### config.mk
export PLATFORM = sky130hd
export DESIGN_NAME = spi_tx_arbiter
export DESIGN_NICKNAME = d
export VERILOG_FILES = /design/src/rtl/spi_arb_pkg.sv /design/src/rtl/spi_tx_arbiter_rr_picker.sv /design/src/rtl/spi_tx_arbiter.sv
export SDC_FILE = /design/constraint.sdc
export NUM_CORES = 1
export LEC_CHECK = 0
export CORE_MARGIN = 4
export CORE_UTILIZATION = 47
export DETAILED_ROUTE_END_ITERATION = 10
export GPL_ROUTABILITY_DRIVEN = 1
export MAX_ROUTING_LAYER = met4
export PLACE_DENSITY = 0.86
export SETUP_SLACK_MARGIN = 0.05
export SLEW_MARGIN = 10
export SYNTH_ARGS = -nofsm -noshare
export SYNTH_HDL_FRONTEND = slang
export SYNTH_SLANG_ARGS = --single-unit
### constraint.sdc
create_clock -name clk -period 2.4 [get_ports clk]
set_input_delay 0.48 -clock clk [delete_from_list [all_inputs] [get_ports clk]]
set_output_delay 0.48 -clock clk [all_outputs]
set_load 0.1 [all_outputs]
### src/rtl/spi_arb_pkg.sv
// Shared types and sizing helpers for the SPI transmit arbiter.
package spi_arb_pkg;

    typedef enum logic [2:0] {
        IDLE,
        CS_SETUP,
        LOAD,
        ISSUE,
        WAIT_DONE,
        CS_HOLD
    } arb_state_t;

    // Width of the CS framing counter; never narrower than one bit.
    function automatic int cnt_width(input int setup_cycles, input int hold_cycles);
        int m;
        m = (setup_cycles > hold_cycles) ? setup_cycles : hold_cycles;
        return (m < 1) ? 1 : $clog2(m + 1);
    endfunction

endpackage

### src/rtl/spi_tx_arbiter_rr_picker.sv
// Combinational round-robin select: first valid index at or after ptr, wrapping.
module rr_picker #(
    parameter int N  = 2,
    parameter int IW = $clog2(N)
) (
    input  logic [N-1:0]  valid,
    input  logic [IW-1:0] ptr,
    output logic [N-1:0]  onehot,
    output logic [IW-1:0] idx,
    output logic          found
);

    int j;

    always_comb begin
        onehot = '0;
        idx    = '0;
        found  = 1'b0;
        j      = 0;
        for (int i = 0; i < N; i++) begin
            j = int'(ptr) + i;
            if (j >= N) j = j - N;
            if (!found && valid[j]) begin
                found     = 1'b1;
                idx       = IW'(j);
                onehot[j] = 1'b1;
            end
        end
    end

endmodule

### src/rtl/spi_tx_arbiter.sv
// Packet-locked round-robin arbiter sharing one byte-wide SPI controller;
// owns the panel chip select and D/C lines and paces bytes on spi_done.
module spi_tx_arbiter
    import spi_arb_pkg::*;
#(
    parameter int NUM_REQ         = 2,
    parameter int CS_SETUP_CYCLES = 2,
    parameter int CS_HOLD_CYCLES  = 2
) (
    input  logic                 clk,
    input  logic                 rst_n,
    input  logic [NUM_REQ-1:0]   req_valid,
    input  logic [8*NUM_REQ-1:0] req_data,
    input  logic [NUM_REQ-1:0]   req_dc,
    input  logic [NUM_REQ-1:0]   req_last,
    output logic [NUM_REQ-1:0]   req_ready,
    output logic [NUM_REQ-1:0]   grant,
    output logic                 spi_start,
    output logic [7:0]           spi_data,
    input  logic                 spi_busy,
    input  logic                 spi_done,
    output logic                 tft_cs,
    output logic                 tft_dc
);

    localparam int IW = $clog2(NUM_REQ);
    localparam int CW = cnt_width(CS_SETUP_CYCLES, CS_HOLD_CYCLES);

    arb_state_t         state_q, state_d;
    logic [NUM_REQ-1:0] grant_q, grant_d;
    logic [IW-1:0]      gidx_q, gidx_d;
    logic [IW-1:0]      ptr_q, ptr_d;
    logic [CW-1:0]      cnt_q, cnt_d;
    logic               cs_q, cs_d;
    logic               dc_q, dc_d;
    logic               last_q, last_d;
    logic [7:0]         data_q, data_d;
    logic               release_pkt;

    logic [NUM_REQ-1:0] pick_onehot;
    logic [IW-1:0]      pick_idx;
    logic               pick_found;

    rr_picker #(.N(NUM_REQ), .IW(IW)) u_picker (
        .valid  (req_valid),
        .ptr    (ptr_q),
        .onehot (pick_onehot),
        .idx    (pick_idx),
        .found  (pick_found)
    );

    always_comb begin
        state_d     = state_q;
        grant_d     = grant_q;
        gidx_d      = gidx_q;
        ptr_d       = ptr_q;
        cnt_d       = cnt_q;
        cs_d        = cs_q;
        dc_d        = dc_q;
        last_d      = last_q;
        data_d      = data_q;
        release_pkt = 1'b0;
        req_ready   = '0;

        case (state_q)
            IDLE: begin
                if (pick_found) begin
                    grant_d = pick_onehot;
                    gidx_d  = pick_idx;
                    cs_d    = 1'b0;
                    cnt_d   = '0;
                    state_d = (CS_SETUP_CYCLES > 0) ? CS_SETUP : LOAD;
                end
            end
            CS_SETUP: begin
                if (cnt_q == CW'(CS_SETUP_CYCLES - 1)) state_d = LOAD;
                else                                  cnt_d   = cnt_q + CW'(1);
            end
            LOAD: begin
                // The grant stays locked here; other requesters are ignored.
                if (!spi_busy) begin
                    req_ready = grant_q;
                    if (req_valid[gidx_q]) begin
                        data_d  = req_data[8*int'(gidx_q) +: 8];
                        dc_d    = req_dc[gidx_q];
                        last_d  = req_last[gidx_q];
                        state_d = ISSUE;
                    end
                end
            end
            ISSUE: state_d = WAIT_DONE;
            WAIT_DONE: begin
                if (spi_done) begin
                    if (!last_q) begin
                        state_d = LOAD;
                    end else if (CS_HOLD_CYCLES > 0) begin
                        state_d = CS_HOLD;
                        cnt_d   = '0;
                    end else begin
                        release_pkt = 1'b1;
                    end
                end
            end
            CS_HOLD: begin
                if (cnt_q == CW'(CS_HOLD_CYCLES - 1)) release_pkt = 1'b1;
                else                                 cnt_d       = cnt_q + CW'(1);
            end
            default: state_d = IDLE;
        endcase

        if (release_pkt) begin
            cs_d    = 1'b1;
            grant_d = '0;
            ptr_d   = (gidx_q == IW'(NUM_REQ - 1)) ? '0 : gidx_q + IW'(1);
            state_d = IDLE;
        end
    end

    always_ff @(posedge clk) begin
        if (!rst_n) begin
            state_q <= IDLE;
            grant_q <= '0;
            gidx_q  <= '0;
            ptr_q   <= '0;
            cnt_q   <= '0;
            cs_q    <= 1'b1;
            dc_q    <= 1'b0;
            last_q  <= 1'b0;
            data_q  <= '0;
        end else begin
            state_q <= state_d;
            grant_q <= grant_d;
            gidx_q  <= gidx_d;
            ptr_q   <= ptr_d;
            cnt_q   <= cnt_d;
            cs_q    <= cs_d;
            dc_q    <= dc_d;
            last_q  <= last_d;
            data_q  <= data_d;
        end
    end

    assign grant     = grant_q;
    assign spi_start = (state_q == ISSUE);
    assign spi_data  = data_q;
    assign tft_cs    = cs_q;
    assign tft_dc    = dc_q;

endmodule
# Yosys cells after proc, flatten, opt, wreduce, memory -nomap -nowiden
# Index checks and enable logic that the tools add are counted.
# W data, S select, Z words.
# totals
output_inout_bits,15
register_bits,20
elab_cells,92
input_bits,26
# op_classes
n_mux,41
bitwise,4
n_lt_le_gt_ge,7
n_reduce_logical,12
shifts,1
add_sub_neg,5
eq_ne,13
# op_table
cell,n
$ge A32 B1 Y1 const B,2
$lt A32 B3 Y1 const B,2
$mux W32,2
$ge A32 B3 Y1 const B,1
$sub A32 B3 Y32 const B,1
$mux W1,21
$mux W3,6
$pmux W3 S6,1
$mux W2,8
$shiftx A16 B5 Y8,1
$ne A2 B2 Y1 const B,7
$eq A3 B2 Y1 const B,2
$eq A3 B3 Y1 const B,2
$pmux W2 S3,1
$reduce_and A6 Y1,1
$reduce_and A5 Y1,1
$reduce_or A2 Y1,2
$eq A3 B1 Y1 const B,1
$logic_and A1 B1 Y1,3
$logic_not A3 Y1,1
$not A1 Y1,3
$reduce_and A3 Y1,1
$reduce_bool A3 Y1,1
$sub A1 B2 Y3 const B,1
10 further kinds,11

# Logic depth before layout (Yosys ltp)
# logic_depth
depth_word,11
mapped_depth,5
mapped_depth_nobuf,5

# Modules after synthesis
# From an unflattened synthesis, not the netlist that was laid out.
# unflattened
hier_cells,115
hier_area_um2,1073.5
# by_module_without_submodules
mod,cells_each,n_inst,area_per_inst_um2
spi_tx_arbiter,110,1,1041.0
rr_picker,5,1,32.5

# Worst setup path after synthesis
# No wires, ideal clock.
# synth_path
path_type,register to output
startpoint,register state_q[0]
endpoint,output spi_start
path_stages_with_launch,4
required_ns,1.920
path_slack_ns,-0.795
t_arrival_ns,2.715
path_cell_list,dfxtp_1 -> buf_2 -> inv_1 -> nor3_1
# synth_between
elab_chain_len,1
# synth_lines
item,line,rtl
from (decl),spi_tx_arbiter.sv:29,"arb_state_t state_q, state_d;"
from (signal assigned),spi_tx_arbiter.sv:131,state_q <= state_d;
$eq A3 B2 Y1,spi_tx_arbiter.sv:144,assign spi_start = (state_q == ISSUE);
to (decl),spi_tx_arbiter.sv:18,"output logic spi_start,"
# Every way passes these cells.

# Final worst setup path
# layout_path
startpoint,input spi_busy
endpoint,output req_ready[0]
# layout_between
elab_chain_len,2
# layout_lines
item,line,rtl
from (decl),spi_tx_arbiter.sv:20,"input logic spi_busy,"
$mux W2,spi_tx_arbiter.sv:81,if (!spi_busy) begin
$mux W2,spi_tx_arbiter.sv:65,case (state_q)
to (decl),spi_tx_arbiter.sv:16,"output logic [NUM_REQ-1:0] req_ready,"
# Every way passes these cells.

==> Implementation_results.wiki <==
{| class="wikitable"
! Metric !! Value
|-
| Run status || finished clean
|-
| Dpl ws || between 0.2 and 0.25 ns
|-
| Die Wd || roughly 57 um
|-
| Area share of xor/xnor cells in the synthesized design || 0%
|-
| Layout cell share with drive strength beyond 1 || about a fifth
|-
| Time the worst path needs with I/O delays and setup || approximately 2.2 ns
|-
| Count of boundary I/O pins || between 40 and 50
|-
| Total iterations of the first detailed-routing run || 4
|-
| Global-route wire length before repair || 5030 um
|-
| Hold Startpoint || grant[1]
|-
| Vias post-DR || 1084
|-
| R2r setup slk || roughly 0.54 ns
|-
| IO Port Bufs || 40
|-
| Area of the mapped netlist || between 0.001 and 0.0015 mm2
|-
| Max Clock Skew || about 0.006 ns
|-
| Path class of the lowest-slack min-delay path || reg2reg
|-
| Setup Buffers After CTS || 0
|-
| Least-Margin Pin Slew || between 0.4 and 0.5 ns
|-
| Adder-cell share of the synthesized area || under 10%
|-
| Category of the worst setup path capture point || output pin
|-
| Slew Limit Fails || 0
|-
| Post-Synth Simple-Gate Area || a little over a fifth
|-
| Proportion of synthesized area in mux cells || between 10 and 15%
|-
| Post-Route Setup TNS || 0 ns
|-
| Cell leakage power || around 0.73 nW
|-
| CTS tree || yes
|-
| Crit share post-route || between 90% and 100%
|-
| Later-pin clock latency in the skew report || 0.31 ns
|-
| Biggest fanout along the worst timing path || 3
|-
| Count of antenna diodes in the layout || 0
|-
| Largest net degree at the start of global routing || 17
|-
| Maximum ir drop on the vdd rail || about 0.58 mV
|-
| Warnings from Yosys || 0
|-
| Wire length reported by the detailed router || roughly 3000 um
|-
| Final design utilization || about 70%
|-
| Final Instance Area || 0.001595 mm2
|-
| Final setup violation count || 0
|-
| Data arrival time of the critical path || 1.69 ns
|-
| Cell area after placement || 0.001543 mm2
|-
| Overflow left after global routing || 0
|-
| Routed vias/inst || 5.828
|-
| Beginning of the critical path || spi_busy
|-
| Routability-driven placement congestion ratio || about 0.77
|-
| Effective utilization at floorplan || approximately half
|-
| Crit Path Class || in2out
|-
| Number of DRC markers in iteration 0 || 28
|-
| Net total in the final layout || approximately 190
|-
| H-tree depth reported by CTS || 1
|-
| Avg Synthesized Cell Area || ~9.4 um2
|-
| Power Dens Cells || between 600 and 700 mW/mm2
|-
| Headroom to the max-slew limit || 67.51%
|-
| Fmax || around 0.46 GHz
|-
| Die ar. || 0.003237 mm2
|-
| Number of instances resized during post-cts repair || 0
|-
| DPL Wire Length || between 2000 and 2500 um
|-
| Sequential-to-total area share from yosys stat || 35.63%
|-
| Final hold vios || 0
|-
| FF+latch count, synth || 20
|-
| Count of antenna-violating nets left after detailed routing || 0
|-
| Startpoint class of the critical path || input pin
|-
| Clk pin slew, worst setup/hold paths || approximately 0.12 ns
|-
| Number of maximum-capacitance violations || 0
|-
| Final total power || ~0.0011 W
|-
| Remaining routing DRC violations || 0
|-
| Post-CTS Hold Buffers || 0
|-
| Endpoint of the most critical register-to-register path || spi_data[3]
|-
| Area overhead of the layout relative to synthesis || 41.98%
|-
| Core area || ~0.0022 mm2
|-
| Site Rows || 17
|-
| Number of distinct library cells after synthesis || 39
|-
| Syn Nets || 146
|-
| Die height || about 57 um
|-
| Number of global-route vias before repair || 1049
|-
| Average routed wire per standard cell || approximately 16 um
|-
| Reg-to-reg critical path startpoint || state_q[0]
|-
| Synth Area in Compound Gates || around a quarter
|-
| Cell depth of the worst flop-to-flop path || 4
|-
| Clock buffer count from CTS || 3
|-
| Required time at the worst-slack endpoint || between 1.5 and 2 ns
|-
| Worst Slack Setup Final || 0.2270 ns
|-
| Clock net sink count || 20
|-
| Combinational family with the most area after synthesis || compound AO/OA/AOI/OAI gates
|-
| Cell count of the worst hold path || 2
|-
| Post-synthesis cell count || approximately 120
|-
| GRT Util Overall || 20.35%
|-
| Unrepaired setup endpoints after global routing || false
|-
| Maximum count of clock buffers along a single path || 2
|-
| Clk root buf || clkbuf_4
|-
| Hold-critical path endpoint || grant[1]
|-
| Initial antenna violation count || 0
|}
-- stage by stage --
step                hold slack [ns]  instances
global route                 0.5097        186
finish                       0.4836        186
floorplan                    0.4380        119
detailed placement           0.4601        182
global placement             0.4392        182
CTS                          0.4859        186
-- cells in the final DEF (no fill, tap or decap), drive strengths merged --
master,n
nor2,1
dfxtp,20
clkbuf,3
a21bo,1
and2,4
a41oi,1
a21o,2
ha,1
nor2b,3
bufinv,1
a22oi,1
nand3,12
nor4b,2
clkdlybuf4s50,25
buf,20
nor3b,2
or2b,1
a2111oi,1
o211ai,2
a31oi,1
a211oi,1
o21ai,5
o31a,1
or4b,1
nand2b,2
inv,4
mux2i,11
a21boi,2
or2,1
o211a,12
nor3,4
a21oi,3
and4,1
nand2,4
mux2,1
and4b,1
-- worst max path at each step --
stage | endpoint | slack, ns | depth (start not counted)
6_report | req_ready[0] | 0.23 | 4
5_1_grt | req_ready[0] | 0.15 | 3
4_1_cts | req_ready[0] | 0.23 | 4
3_5_place_dp | req_ready[0] | 0.24 | 4
3_3_place_gp | req_ready[1] | 0.27 | 4
2_1_floorplan | spi_start | 0.06 | 3
-- cells in the mapped netlist (all sizes together) --
cell,number,share of area (%)
a2111oi,1,0.78
a211oi,1,0.67
a21bo,1,0.89
a21boi,2,1.3
a21o,2,1.3
a21oi,3,1.7
a22oi,1,0.67
a31oi,1,0.56
a41oi,1,0.78
and2,4,2.2
and4,1,0.78
and4b,1,0.89
buf,7,4.2
clkbuf,3,1.0
dfxtp,20,36
ha,1,1.1
inv,4,1.3
mux2,1,1.3
mux2i,11,9.8
nand2,4,1.3
nand2b,2,1.1
nand3,12,5.3
nor2,1,0.33
nor2b,3,1.7
nor3,4,2.2
nor3b,2,1.3
nor4b,2,2.1
o211a,12,11
o211ai,2,1.3
o21ai,5,2.2
o31a,1,0.78
or2,1,0.56
or2b,1,0.67
or4b,1,1.2
-- metal layers --
metal	vias up	global-route usage, %	part of all wire, %
met5	-	-	0
met4	0	7.616	2.1
li1	522	-	-
met3	8	5.287	5.0
met2	33	33.12	51
met1	521	23.92	41
-- sequential cells by signal, summed over array words and instances (netlist names) --
signal    cells
last_q        1
ptr_q         1
cnt_q         2
grant         2
gidx_q        1
state_q       3
spi_data      8
tft_cs        1
tft_dc        1
-- where the power goes --
part	internal, W	total, W	switching, W	leakage [nW]
combinational	0.000163	0.000415	0.000253	0.542
sequential	0.000363	0.000402	0.0000383	0.163
clock	0.000169	0.000282	0.000113	0.0279
-- critical path, cell delays in order --
cell,delay [ns]
clkdlybuf4s50_1,0.43
nor4b_2,0.36
and2_1,0.24
buf_12,0.18
-- cells by family (layout without fill, tap and decap cells) --
logic type	count (synthesis)	count (layout)
AND/OR/NAND/NOR	39	39
AO/OA/AOI/OAI	33	33
flip-flops	20	20
buffers and inverters	14	53
multiplexers	12	12
adder cells (fa/ha/maj)	1	1
-- cell type report --
class                      instances  area [um2]
timing repair buffer              45       437.9
fill                             180       638.1
tap                               28       35.03
multi-input combinational         85       654.4
clock buffer                       3       22.52
sequential                        20       400.4
inverter                           4       15.01
clock inverter                     1       30.03
(Power assumes the default switching activity.)
